<file path="src/rtl/approx_mul_pipe.sv">
`default_nettype none
// ============================================================================
// Module      : approx_mul_pipe
// Description : Three-stage valid/ready pipelined WIDTH x WIDTH unsigned
//               multiplier; each HALF x HALF quadrant product can be truncated
//               independently under a per-transaction mode field.
// Revision    : 1.0 - initial release
// ============================================================================
module approx_mul_pipe #(
    parameter int WIDTH = 8,
    parameter int TRUNC = 2
) (
    input  logic                 clk,
    input  logic                 rst_n,
    input  logic                 in_valid,
    output logic                 in_ready,
    input  logic [WIDTH-1:0]     in_a,
    input  logic [WIDTH-1:0]     in_b,
    input  logic [3:0]           in_mode,
    output logic                 out_valid,
    input  logic                 out_ready,
    output logic [2*WIDTH-1:0]   out_prod,
    output logic                 out_exact
);

    localparam int               c_HALF      = WIDTH / 2;
    localparam logic [WIDTH-1:0] c_KEEP_MASK = {WIDTH{1'b1}} << TRUNC;

    if ((WIDTH < 4) || ((WIDTH % 2) != 0) || (TRUNC < 0) || (TRUNC >= WIDTH)) begin : g_param_check
        $error("approx_mul_pipe: WIDTH must be even and >= 4, and 0 <= TRUNC < WIDTH");
    end

    // Pipeline control: every stage advances together, bubbles are not squeezed.
    logic w_adv;
    logic w_accept;

    logic s1_valid_q, s1_valid_d;
    logic s2_valid_q, s2_valid_d;
    logic s3_valid_q, s3_valid_d;

    logic [WIDTH-1:0] s1_a_q;
    logic [WIDTH-1:0] s1_b_q;
    logic [3:0]       s1_mode_q;

    logic [c_HALF-1:0] w_a_hi, w_a_lo, w_b_hi, w_b_lo;
    logic [WIDTH-1:0]  w_hh_raw, w_hl_raw, w_lh_raw, w_ll_raw;
    logic [WIDTH-1:0]  s2_hh_d, s2_hl_d, s2_lh_d, s2_ll_d;
    logic              s2_exact_d;

    logic [WIDTH-1:0]  s2_hh_q, s2_hl_q, s2_lh_q, s2_ll_q;
    logic              s2_exact_q;

    logic [2*WIDTH-1:0] w_mid;
    logic [2*WIDTH-1:0] s3_prod_d;
    logic [2*WIDTH-1:0] s3_prod_q;
    logic               s3_exact_q;

    function automatic logic [WIDTH-1:0] f_approx(
        input logic [WIDTH-1:0] p,
        input logic             en
    );
        return en ? (p & c_KEEP_MASK) : p;
    endfunction

    assign w_adv    = out_ready | ~s3_valid_q;
    assign w_accept = in_valid & w_adv;

    always_comb begin
        s1_valid_d = s1_valid_q;
        s2_valid_d = s2_valid_q;
        s3_valid_d = s3_valid_q;
        if (w_adv) begin
            s1_valid_d = w_accept;
            s2_valid_d = s1_valid_q;
            s3_valid_d = s2_valid_q;
        end
    end

    always_ff @(posedge clk) begin
        if (!rst_n) begin
            s1_valid_q <= 1'b0;
            s2_valid_q <= 1'b0;
            s3_valid_q <= 1'b0;
        end else begin
            s1_valid_q <= s1_valid_d;
            s2_valid_q <= s2_valid_d;
            s3_valid_q <= s3_valid_d;
        end
    end

    // Stage 1: operands and mode are captured only on acceptance.
    always_ff @(posedge clk) begin
        if (w_accept) begin
            s1_a_q    <= in_a;
            s1_b_q    <= in_b;
            s1_mode_q <= in_mode;
        end
    end

    assign w_a_hi = s1_a_q[WIDTH-1:c_HALF];
    assign w_a_lo = s1_a_q[c_HALF-1:0];
    assign w_b_hi = s1_b_q[WIDTH-1:c_HALF];
    assign w_b_lo = s1_b_q[c_HALF-1:0];

    assign w_hh_raw = {{c_HALF{1'b0}}, w_a_hi} * {{c_HALF{1'b0}}, w_b_hi};
    assign w_hl_raw = {{c_HALF{1'b0}}, w_a_hi} * {{c_HALF{1'b0}}, w_b_lo};
    assign w_lh_raw = {{c_HALF{1'b0}}, w_a_lo} * {{c_HALF{1'b0}}, w_b_hi};
    assign w_ll_raw = {{c_HALF{1'b0}}, w_a_lo} * {{c_HALF{1'b0}}, w_b_lo};

    always_comb begin
        s2_hh_d    = f_approx(w_hh_raw, s1_mode_q[3]);
        s2_hl_d    = f_approx(w_hl_raw, s1_mode_q[2]);
        s2_lh_d    = f_approx(w_lh_raw, s1_mode_q[1]);
        s2_ll_d    = f_approx(w_ll_raw, s1_mode_q[0]);
        s2_exact_d = (s1_mode_q == 4'b0000);
    end

    // Stage 2: quadrant products.
    always_ff @(posedge clk) begin
        if (w_adv && s1_valid_q) begin
            s2_hh_q    <= s2_hh_d;
            s2_hl_q    <= s2_hl_d;
            s2_lh_q    <= s2_lh_d;
            s2_ll_q    <= s2_ll_d;
            s2_exact_q <= s2_exact_d;
        end
    end

    // Middle terms are summed at full width so their carry is never lost.
    always_comb begin
        w_mid     = {{WIDTH{1'b0}}, s2_hl_q} + {{WIDTH{1'b0}}, s2_lh_q};
        s3_prod_d = {s2_hh_q, {WIDTH{1'b0}}} + (w_mid << c_HALF)
                  + {{WIDTH{1'b0}}, s2_ll_q};
    end

    // Stage 3 loads only real transactions, so bubbles never disturb the output.
    always_ff @(posedge clk) begin
        if (!rst_n) begin
            s3_prod_q  <= '0;
            s3_exact_q <= 1'b0;
        end else if (w_adv && s2_valid_q) begin
            s3_prod_q  <= s3_prod_d;
            s3_exact_q <= s2_exact_q;
        end
    end

    assign in_ready  = w_adv;
    assign out_valid = s3_valid_q;
    assign out_prod  = s3_prod_q;
    assign out_exact = s3_exact_q;

endmodule
`default_nettype wire
</file>
<file path="config.mk">
export PLATFORM = sky130hd
export DESIGN_NAME = approx_mul_pipe
export DESIGN_NICKNAME = d
export VERILOG_FILES = /design/src/rtl/approx_mul_pipe.sv
export SDC_FILE = /design/constraint.sdc
export NUM_CORES = 1
export LEC_CHECK = 0
export BUFFER_PORTS_ARGS = -buffer_cell sky130_fd_sc_hd__buf_2
export CORE_AREA = 3 3 180 94
export CTS_CLUSTER_DIAMETER = 150
export DETAILED_ROUTE_END_ITERATION = 10
export DIE_AREA = 0 0 183 97
export PLACE_DENSITY_LB_ADDON = 0.25
export SYNTH_ARGS = -nofsm -noshare
export SYNTH_HDL_FRONTEND = slang
export SYNTH_SLANG_ARGS = --single-unit
</file>
<file path="constraint.sdc">
create_clock -name clk -period 6.9 [get_ports clk]
set_input_delay 1.035 -clock clk [delete_from_list [all_inputs] [get_ports clk]]
set_output_delay 1.035 -clock clk [all_outputs]
set_load 0.05 [all_outputs]
</file>
-- Word-level counts from Yosys, hierarchy flattened
Cells that the tools add are included.
- word-level logic and storage cells: 30
- input bits: 24
- latch bits: 0
- memory bits (read-only): 0
- memories: 0
- bits in registers: 73
- RAM bits: 0
- $lt $le $gt $ge: 0
- muxes and demuxes: 0
- multiply operators: 4
- reduce and logical (&&, ||, !) cells: 3
- equality and inequality tests: 0
- bitwise gates (word level): 3
- div/mod/pow operators: 0
- shift-type cells: 0
- $add $sub $neg: 3
- operators with widths (operator ; count):
    multiplier 4 x 4 -> 8 bit ; 4
    adder 16 x 13 -> 16 bit ; 1
    adder 16 x 8 -> 16 bit ; 1
    adder 8 x 8 -> 9 bit ; 1
    logical NOT 4 bit ; 1
    logical AND 1 bit ; 2
    AND 1 bit ; 1
    NOT 1 bit ; 1
    OR 1 bit ; 1

-- Depth between registers and ports, before layout
Gate-level depths: netlist of the first run.
- word-level depth: 3
- mapped depth: 14
- depth with buffers taken out: 14

-- Worst setup path before layout of the first run
No wires, ideal clock.
- path kind: flip-flop to flip-flop
- start: register s2_hl_q[0]
- end: register s3_prod_q[13] (netlist: out_prod[13])
- path buffers: 0
- library setup time: 0.122 ns
- stages on the path, launching flop included: 14
- arrival: 2.855 ns
- clock period less this slack: 2.977 ns
- path slack: 3.923 ns
- required time: 6.778 ns
- cells stage by stage: edfxtp_1 > ha_1 > inv_1 > fa_1 > nor2b_1 > o21ai_0 > a21boi_0 > o21ai_0 > a21boi_0 > ha_1 > a21oi_1 > o21ai_0 > o2111a_1 > a311o_1
- word-level cells in the longest chain between the ends: 3
- RTL lines (what ; RTL line ; source):
    start: declaration ; 50 ; logic [WIDTH-1:0] s2_hh_q, s2_hl_q, s2_lh_q, s2_ll_q;
    start signal: assignment ; 122 ; s2_hl_q <= s2_hl_d;
    adder 8 x 8 -> 9 bit ; 131 ; w_mid = {{WIDTH{1'b0}}, s2_hl_q} + {{WIDTH{1'b0}}, s2_lh_q};
    adder 16 x 13 -> 16 bit ; 132 ; s3_prod_d = {s2_hh_q, {WIDTH{1'b0}}} + (w_mid << c_HALF)
    adder 16 x 8 -> 16 bit ; 133 ; + {{WIDTH{1'b0}}, s2_ll_q};
    end signal: assignment ; 142 ; s3_prod_q <= s3_prod_d;
    end: declaration ; 55 ; logic [2*WIDTH-1:0] s3_prod_q;
No other way between the ends.
A chain may end at the register's enable or synchronous reset.

-- Final worst setup path of the first run
Ends and elaborated chain as after synthesis.

==> out/summary.txt, run 1 <==
# setup viols final: 0
Die Width: 183 microns
Pwr Density: 254 nW/um^2
most common cell after layout, fill and taps aside: ha_1
Max-Cap Viols: 0
Final period util: 47.4%
layout cells sized above 1: 13.2%
final routed DRC violation total: 0
critical path data arrival time: 3.49 ns
RSZ-0062 raised after global routing: no
post-synthesis net count: 547
Inserted Clock Buffers: 9
fin cells: 695
cell area after layout: 5540 sq um
YS warnings: 0
number of global-route vias before repair: 3,124
run status: finished clean
synthesized cell area: 4780 sq um
Site Rows: 32
first-pass GRT wire length: 16,300 microns
Worst Max-Slew Pin Slew: 1.06 ns
Slew Viols, Final: 0
routed via count: 3,143
H-tree depth: 3
CTS root buf: clkbuf_16
placed cell count: 679
crit-path max FO: 4
Worst-Skew Late Latency: 0.33 ns
post-route setup TNS: 0 ns
f_max: 306 MHz
router iterations before antenna repair: 4
Port Buffer Count: 42
Layout Skew: 0.00698 ns
die area: 17,800 sq um
Post-synth EDFFs: 53
clk slew on worst S/H paths: 0.06 ns
initial core utilization: 31.1%
Routed WL per cell: 14.4 microns
die outline height: 97 microns
total power: 1.41 mW
VDD IR max: 0.000121 V
post-synth cell types: 45
Total Routing Usage GR: 11.5%
Post-DRT Antenna Nets: 0
Setup CP Type: flip-flop to flip-flop
hold slack: 0.452 ns
largest net degree at the start of global routing: 35
Synth Flop Type: edfxtp_1
placed cell areas: 5230 sq um
slew margin rel.: 29.5%
antenna cells: 0
drt total wl: 10,000 microns
Post-DP HPWL: 7650 microns
Ports: 43
critical path capture point type: flip-flop
final hold vios: 0
post-CTS setup buffer count: 0
Final nets: 594
leakage power: 2.47 nW
post-synthesis area per instance: 10.9 sq um
CTS Hold Bufs: 0
WP data required: 7.12 ns
Resize count post-CTS: 0
synthesis-to-layout area growth: 15.8%
via/cell ratio: 4.52
TritonCTS clock tree: built
FF+latch count, synth: 73
post-layout min period: 3.27 ns
CTS Sinks: 73
CP Launch Type: flip-flop
most frequent cells in the layout: ha_1, edfxtp_1, and2_1, buf_2, nand2_1
Setup WS pre-CTS: 3.58 ns
register area share after synthesis: 41.6%
Cells after Synth: 439
antenna violations before repair: 0
asr flop ratio synth: 0%
final core utilization: 36.1%
core footprint: 15,400 sq um
Final Worst Setup Slack: 3.63 ns
buffer depth of the longest clock path: 2
DR iter-0 viols: 110
hold crit path type: flip-flop to flip-flop
GP Congestion: 0.831
GR Overflow Total: 0
==> flip-flops by register name (all words and copies together), names as in the netlist <==
signal,count
s2_hh_q,8
s2_exact_q,1
s2_hl_q,8
s1_a_q,8
s1_valid_q,1
s2_valid_q,1
s1_b_q,8
out_valid,1
s2_lh_q,8
s1_mode_q,4
out_prod,16
out_exact,1
s2_ll_q,8
==> critical path: stages, from the launching register on <==
cell and delay (ns):
edfxtp_1 0.32, ha_1 0.17, inv_1 0.06, fa_1 0.39, nor2b_1 0.12, o21ai_0 0.09
a21boi_0 0.30, o21ai_0 0.11, a21boi_0 0.24, ha_1 0.31, a21oi_1 0.25, o21ai_0 0.20
o2111a_1 0.28, a311o_1 0.30
==> final cells by class <==
cell class              instances  area [sq um]
clock inverters                 4          28.8
clock buffers                  12           289
repair buffers                 43           218
well taps                     204           255
multi-input cells             330          2650
inverters                      29           109
fillers                      1557          9830
flip-flops and latches         73          1990
==> kinds of logic after synthesis <==
kind of cell | after synthesis | synth area share (%)
simple gates | 144 | 15.5
mux | 1 | 0.209
xor+xnor | 22 | 4.03
flops | 73 | 41.6
compound gates | 79 | 10.9
fa+ha+maj | 84 | 24.8
buf+inv | 36 | 2.95
==> routing by layer <==
layer | vias to the layer above | global-route usage, % | part of all wire, %
met5 | - | 0 | 0
li1 | 1647 | - | -
met4 | 0 | 2.63 | 0.94
met1 | 1439 | 18.3 | 58
met2 | 49 | 15.6 | 38
met3 | 8 | 2.55 | 3.1
==> worst paths after layout <==
check	startpoint	endpoint	slack (ns)	cells after the start
worst min register to register	out_prod[7]$_SDFFE_PN0P_	out_prod[7]$_SDFFE_PN0P_	0.45	2
worst max register to register	s2_hl_q[0]$_SDFFCE_PP0P_	out_prod[13]$_SDFFE_PN0P_	3.63	13
worst min-delay path	out_prod[7]$_SDFFE_PN0P_	out_prod[7]$_SDFFE_PN0P_	0.45	2
worst max-delay path	s2_hl_q[0]$_SDFFCE_PP0P_	out_prod[13]$_SDFFE_PN0P_	3.63	13
==> Yosys cell counts (3+ instances only) <==
library cell | count | area (sq um)
a211oi_1 | 3 | 22.5
a21o_1 | 10 | 75.1
a21oi_1 | 32 | 160
and2_1 | 48 | 300
buf_2 | 5 | 25.0
dfxtp_1 | 20 | 400
edfxtp_1 | 53 | 1590
fa_1 | 18 | 360
ha_1 | 66 | 826
inv_1 | 29 | 109
nand2_1 | 41 | 154
nand3_1 | 8 | 40.0
nand4_1 | 4 | 25.0
nor2_1 | 22 | 82.6
nor2b_1 | 5 | 31.3
o211ai_1 | 4 | 30.0
o21a_1 | 3 | 22.5
o21ai_0 | 9 | 45.0
o21bai_1 | 5 | 37.5
or3_1 | 3 | 18.8
xnor2_1 | 18 | 158
xor2_1 | 4 | 35.0
==> report_power, final <==
part           total, mW  internal, mW  switching (mW)
Sequential         0.542         0.516          0.0260
Combinational      0.383         0.159           0.224
Clock              0.482         0.299           0.183
Power figures use the tool's default switching activity.
==> inputs of run 2 (changes only) <==
- clock period: 6.9 -> 3 ns (I/O delays scaled with it)
==> run 2 against run 1 <==
Highest routed layer is now met5. Clock power grew 140%. Register-to-register slack got worse by 3.5 ns. Power rose by 140%. Global-route usage rose by 0.67 points. Clock skew rose by 0.0017 ns. Combinational power rose to 2.7 times the previous value.
==> out/summary.txt, run 2 (synthesis results as in run 1) <==
run status: finished clean
core footprint: 15,400 sq um (unchanged)
Max-Cap Viols: 0 (unchanged)
number of global-route vias before repair: 3,323 (+6.4%)
Buf/Inv on CP: 3 (+2)
antenna violations before repair: 1 (+1)
post-layout min period: 2.89 ns (-0.383 ns)
slew margin rel.: 52.7% (+23 points)
final hold vios: 0 (unchanged)
crit-path max FO: 5 (+1)
critical path capture point type: flip-flop
drt total wl: 10,200 microns (+2.4%)
TritonCTS clock tree: built
Setup WS pre-CTS: -0.157 ns (-3.74 ns)
Routed WL per cell: 14.0 microns (-2.5%)
VDD IR max: 0.000323 V (+170%)
most common cell after layout, fill and taps aside: ha_1
Worst path max stage delay: 0.55 ns (+0.16 ns)
Port Buffer Count: 42 (unchanged)
Worst Max-Slew Pin Slew: 0.709 ns (-0.348 ns)
die area: 17,800 sq um (unchanged)
Setup CP Type: flip-flop to flip-flop
Site Rows: 32 (unchanged)
Slowest-stage cell, CP: fa_1
Slew Viols, Final: 0 (unchanged)
largest net degree at the start of global routing: 35 (unchanged)
Inserted Clock Buffers: 9 (unchanged)
router iterations before antenna repair: 4 (unchanged)
Post-DP HPWL: 7970 microns (+4.2%)
Worst-Skew Late Latency: 0.34 ns (about the same)
max FFs per register: 16 (unchanged)
DR iter-0 viols: 121 (+10%)
CP Cell Sequence: nand2_2 -> fa_1 -> inv_1 -> fa_1 -> inv_1 -> fa_1 -> inv_1 -> a21o_1 -> a21oi_1 -> xnor2_1
final routed DRC violation total: 0 (unchanged)
WP data required: 3.07 ns (-4.05 ns)
Final Worst Setup Slack: 0.111 ns (-3.52 ns)
die outline height: 97 microns (unchanged)
Fillers: 1,538 (-1.2%)
Ports: 43 (unchanged)
Final nets: 629 (+5.9%)
RSZ-0062 raised after global routing: yes
multi-input logic area: 2730 sq um (+3.1%)
CTS Hold Bufs: 0 (unchanged)
first-pass GRT wire length: 17,100 microns (+4.6%)
buffer depth of the longest clock path: 2 (unchanged)
Pwr Density: 583 nW/um^2 (+130%)
f_max: 346 MHz (+13%)
Final period util: 96.3% (+49 points)
register area: 1990 sq um (unchanged)
layout cells sized above 1: 23.6% (+10 points)
Total Routing Usage GR: 12.2% (+0.67 points)
Die Width: 183 microns (unchanged)
most frequent cells in the layout: ha_1, edfxtp_1, and2_1, buf_2, nand2_1
critical path data arrival time: 2.95 ns (-0.54 ns)
CP Launch Type: flip-flop
hold crit path type: primary input to flip-flop
routed via count: 3,298 (+4.9%)
leakage power: 2.65 nW (+6.9%)
GP Congestion: 0.800 (-3.6%)
clk slew on worst S/H paths: 0.06 ns (about the same)
Layout Skew: 0.00866 ns (+0.00168 ns)
family with the most delay on the worst path: adder cells
Post-DRT Antenna Nets: 0 (unchanged)
fin cells: 730 (+5.0%)
# setup viols final: 0 (unchanged)
synthesis-to-layout area growth: 23.3%
CTS Sinks: 73 (unchanged)
GR Overflow Total: 0 (unchanged)
placed cell count: 706 (+4.0%)
initial core utilization: 31.1% (unchanged)
CTS root buf: clkbuf_16
H-tree depth: 3 (unchanged)
via/cell ratio: 4.52 (about the same)
antenna cells: 0 (unchanged)
==> run 2: changes by cell type in the layout (fill, tap and decap cells not counted), sizes merged <==
| cell | change |
|---|---|
| clkinvlp | +1 |
| clkbuf | -3 |
| bufinv | +2 |
| buf | +35 |
==> run 2: report_power, final <==
group | switching, mW | leakage, nW | internal (mW) | total, mW
clock network | 0.439 | 0.158 | 0.736 | 1.18
logic | 0.564 | 1.82 | 0.461 | 1.03
registers | 0.0504 | 0.667 | 1.19 | 1.24
total | 1.05 | 2.65 | 2.38 | 3.44
==> run 2: layer usage <==
| layer | wire [microns] | up-vias | part of all wire, % | global-route usage, % |
|---|---|---|---|---|
| met4 | 139 | 2 | 1.4 | 4.04 |
| met2 | 4060 | 49 | 40 | 16.8 |
| li1 | - | 1719 | - | - |
| met3 | 490 | 11 | 4.8 | 3.79 |
| met5 | 13 | - | 0.13 | 0 |
| met1 | 5540 | 1517 | 54 | 18.0 |
==> run 2: layout make-up <==
type	count	share of cell area, %
multi-input combinational	330	46.3
tap	204	4.33
clock inverter	7	1.72
inverter	29	1.84
timing repair buffer	78	8.21
sequential	73	33.8
clock buffer	9	3.82
==> run 2: path summary, 6_finish.rpt <==
check / start / end / slack (ns) / cells after the start
max reg2reg: s1_b_q[6]$_DFFE_PP_ / s2_lh_q[6]$_DFFE_PP_ / 0.11 / 10
max: s1_b_q[6]$_DFFE_PP_ / s2_lh_q[6]$_DFFE_PP_ / 0.11 / 10
min reg2reg: out_prod[7]$_SDFFE_PN0P_ / out_prod[7]$_SDFFE_PN0P_ / 0.46 / 2
min: in_a[0] / s1_a_q[0]$_DFFE_PP_ / 0.28 / 1
==> run 2: what timing repair did <==
item / in CTS / in global routing
pin swaps: 5 / 15
buffers inserted: 2 / 6
endpoints found under the setup margin: 5 / 12
resized for setup: 4 / 26
==> run 2: per-stage QoR <==
step           setup TNS (ns)  utilization (%)  power (mW)  hold slack [ns]  area [sq um]
3_5_place_dp           -0.332             35.3        2.22            0.445          5430
2_1_floorplan               0                -        1.93            0.452          4780
6_report                    0             38.4        3.44            0.283          5900
5_1_grt               -0.0790             38.4        3.66            0.270          5900
3_3_place_gp          -0.0763             35.3        2.22            0.441          5430
4_1_cts                     0             37.5        3.44            0.267          5770
==> run 2: worst reg2reg max path, stage by stage, from the launching register on <==
cell	delay, ns
edfxtp_1	0.48
nand2_2	0.10
fa_1	0.50
inv_1	0.05
fa_1	0.55
inv_1	0.06
fa_1	0.45
inv_1	0.07
a21o_1	0.10
a21oi_1	0.07
xnor2_1	0.16
==> inputs of run 3 (changes only) <==
- CORE_AREA: 3 3 180 94 -> 3 3 159 84
- DIE_AREA: 0 0 183 97 -> 0 0 162 87
==> run 3 against run 2 <==
Register-to-register slack is essentially flat. First-iteration DRC count grew 16%. Worst setup slack lost 0.0054 ns. Clock skew shrank 0.0027 ns. Sequential power is essentially flat. Routed wire length shrank 6.5%. Core utilization grew 11 points. Critical path type unchanged.
==> out/summary.txt, run 3 (synthesis results as in run 1) <==
post-layout min period: 2.89 ns (+0.00536 ns)
f_max: 346 MHz (-0.19%)
CTS root buf: clkbuf_16
CP Launch Type: flip-flop
final routed DRC violation total: 0 (unchanged)
Worst path max stage delay: 0.36 ns (-0.19 ns)
layout cells sized above 1: 23.9% (+0.33 points)
core footprint: 11,800 sq um (-23%)
run status: finished clean
slew margin rel.: 54.9% (+2.2 points)
RSZ-0062 raised after global routing: yes
DR iter-0 viols: 140 (+16%)
via/cell ratio: 4.71 (+4.3%)
register area: 1990 sq um (unchanged)
Fillers: 1,142 (-26%)
hold crit path type: primary input to flip-flop
clk slew on worst S/H paths: 0.06 ns (about the same)
router iterations before antenna repair: 4 (unchanged)
Site Rows: 28 (-13%)
Die Width: 162 microns (-11%)
antenna cells: 0 (unchanged)
Total Routing Usage GR: 14.5% (+2.3 points)
max FFs per register: 16 (unchanged)
Post-DRT Antenna Nets: 0 (unchanged)
H-tree depth: 3 (unchanged)
crit-path max FO: 3 (-2)
Post-DP HPWL: 7550 microns (-5.3%)
Inserted Clock Buffers: 9 (unchanged)
final hold vios: 0 (unchanged)
Setup CP Type: flip-flop to flip-flop
routed via count: 3,260 (-1.2%)
buffer depth of the longest clock path: 2 (unchanged)
fin cells: 692 (-5.2%)
GP Congestion: 0.774 (-3.3%)
largest net degree at the start of global routing: 35 (unchanged)
most frequent cells in the layout: ha_1, edfxtp_1, and2_1, buf_2, nand2_1
initial core utilization: 40.4% (+9.3 points)
Slowest-stage cell, CP: fa_2
Worst Max-Slew Pin Slew: 0.677 ns (-0.0324 ns)
Slew Viols, Final: 0 (unchanged)
die outline height: 87 microns (-10%)
Worst-Skew Late Latency: 0.33 ns (about the same)
number of global-route vias before repair: 3,246 (-2.3%)
Final period util: 96.5% (+0.18 points)
Final nets: 630 (+0.16%)
CTS Sinks: 73 (unchanged)
CP Cell Sequence: ha_2 -> inv_2 -> fa_2 -> nor2b_1 -> o21ai_1 -> a21boi_2 -> nor2_1 -> ha_1 -> and2_4 -> a221oi_4 -> a21oi_2 -> o2111a_1 -> a311o_1
synthesis-to-layout area growth: 21.6%
Port Buffer Count: 42 (unchanged)
hold slack: 0.292 ns (+0.00890 ns)
antenna violations before repair: 0 (-1)
multi-input logic area: 2740 sq um (+0.27%)
TritonCTS clock tree: built
Ports: 43 (unchanged)
die area: 14,100 sq um (-21%)
most common cell after layout, fill and taps aside: ha_1
drt total wl: 9570 microns (-6.5%)
VDD IR max: 0.000228 V (-29%)
Layout Skew: 0.00591 ns (-0.00275 ns)
# setup viols final: 0 (unchanged)
Routed WL per cell: 13.8 microns (-1.4%)
critical path capture point type: flip-flop
WP data required: 3.22 ns (+0.15 ns)
GR Overflow Total: 0 (unchanged)
Max-Cap Viols: 0 (unchanged)
Pwr Density: 562 nW/um^2 (-3.5%)
post-route setup TNS: 0 ns (unchanged)
critical path data arrival time: 3.12 ns (+0.17 ns)
leakage power: 2.63 nW (-0.44%)
placed cell count: 669 (-5.2%)
first-pass GRT wire length: 16,100 microns (-5.5%)
## run 3: changes by cell type in the layout (fill, tap and decap cells not counted), sizes merged
cell,delta
buf,+1
bufinv,-2
clkinv,-1
inv,+3
## run 3: final timing paths
path                       startpoint                         to  slack, ns  cells after the start
max          s2_lh_q[0]$_SDFFCE_PP0P_  out_prod[13]$_SDFFE_PN0P_       0.11                     13
min reg2reg  out_prod[7]$_SDFFE_PN0P_   out_prod[7]$_SDFFE_PN0P_       0.45                      2
min                           in_b[5]        s1_b_q[5]$_DFFE_PP_       0.29                      1
max reg2reg  s2_lh_q[0]$_SDFFCE_PP0P_  out_prod[13]$_SDFFE_PN0P_       0.11                     13
## run 3: routing by layer
layer | track usage (%) | wire [microns] | part of all wire (%)
met3 | 4.13 | 382 | 4.0
met2 | 20.2 | 3750 | 39
met1 | 22.1 | 5370 | 56
met4 | 3.72 | 73 | 0.76
met5 | 0 | 0 | 0
## run 3: stage by stage
stage	power (mW)	cell area (sq um)	util, %	worst slack (ns)
2_1_floorplan	1.93	4780	-	0.0233
3_3_place_gp	2.20	5390	45.6	-0.0582
3_5_place_dp	2.21	5390	45.6	-0.170
4_1_cts	3.25	5680	48.0	-0.0141
5_1_grt	3.48	5820	49.1	-0.0516
6_report	3.27	5820	49.1	0.106
## run 3: final cells by class
type	count	share of cell area [%]
clock buffers	9	3.87
repair buffers	79	8.45
clock inverters	7	0.882
well taps	165	3.55
flip-flops and latches	73	34.2
multi-input cells	330	47.1
inverters	29	1.87
## run 3: power breakdown
group	internal [mW]	total, mW	leakage, nW	switching, mW
clock	0.567	1.00	0.137	0.434
combinational	0.465	1.03	1.83	0.567
sequential	1.19	1.24	0.667	0.0496
## run 3: repair_timing
| item | 4_1_cts | 5_1_grt |
|---|---|---|
| setup buffers | 1 | 6 |
| cloned | 0 | 0 |
| pin swaps | 2 | 22 |
| gates resized for setup | 4 | 27 |
| hold buffers | 0 | 0 |
| setup endpoints to repair | 3 | 12 |
## run 3: critical path: cells and delay by family, from the launching register on
kind                       cells  cell delay, ns
DFF                            1            0.34
adders and majority gates      3            0.86
buffers and inverters          1            0.04
AOI/OAI and AO/OA              6            1.20
and+or+nand+nor                3            0.34
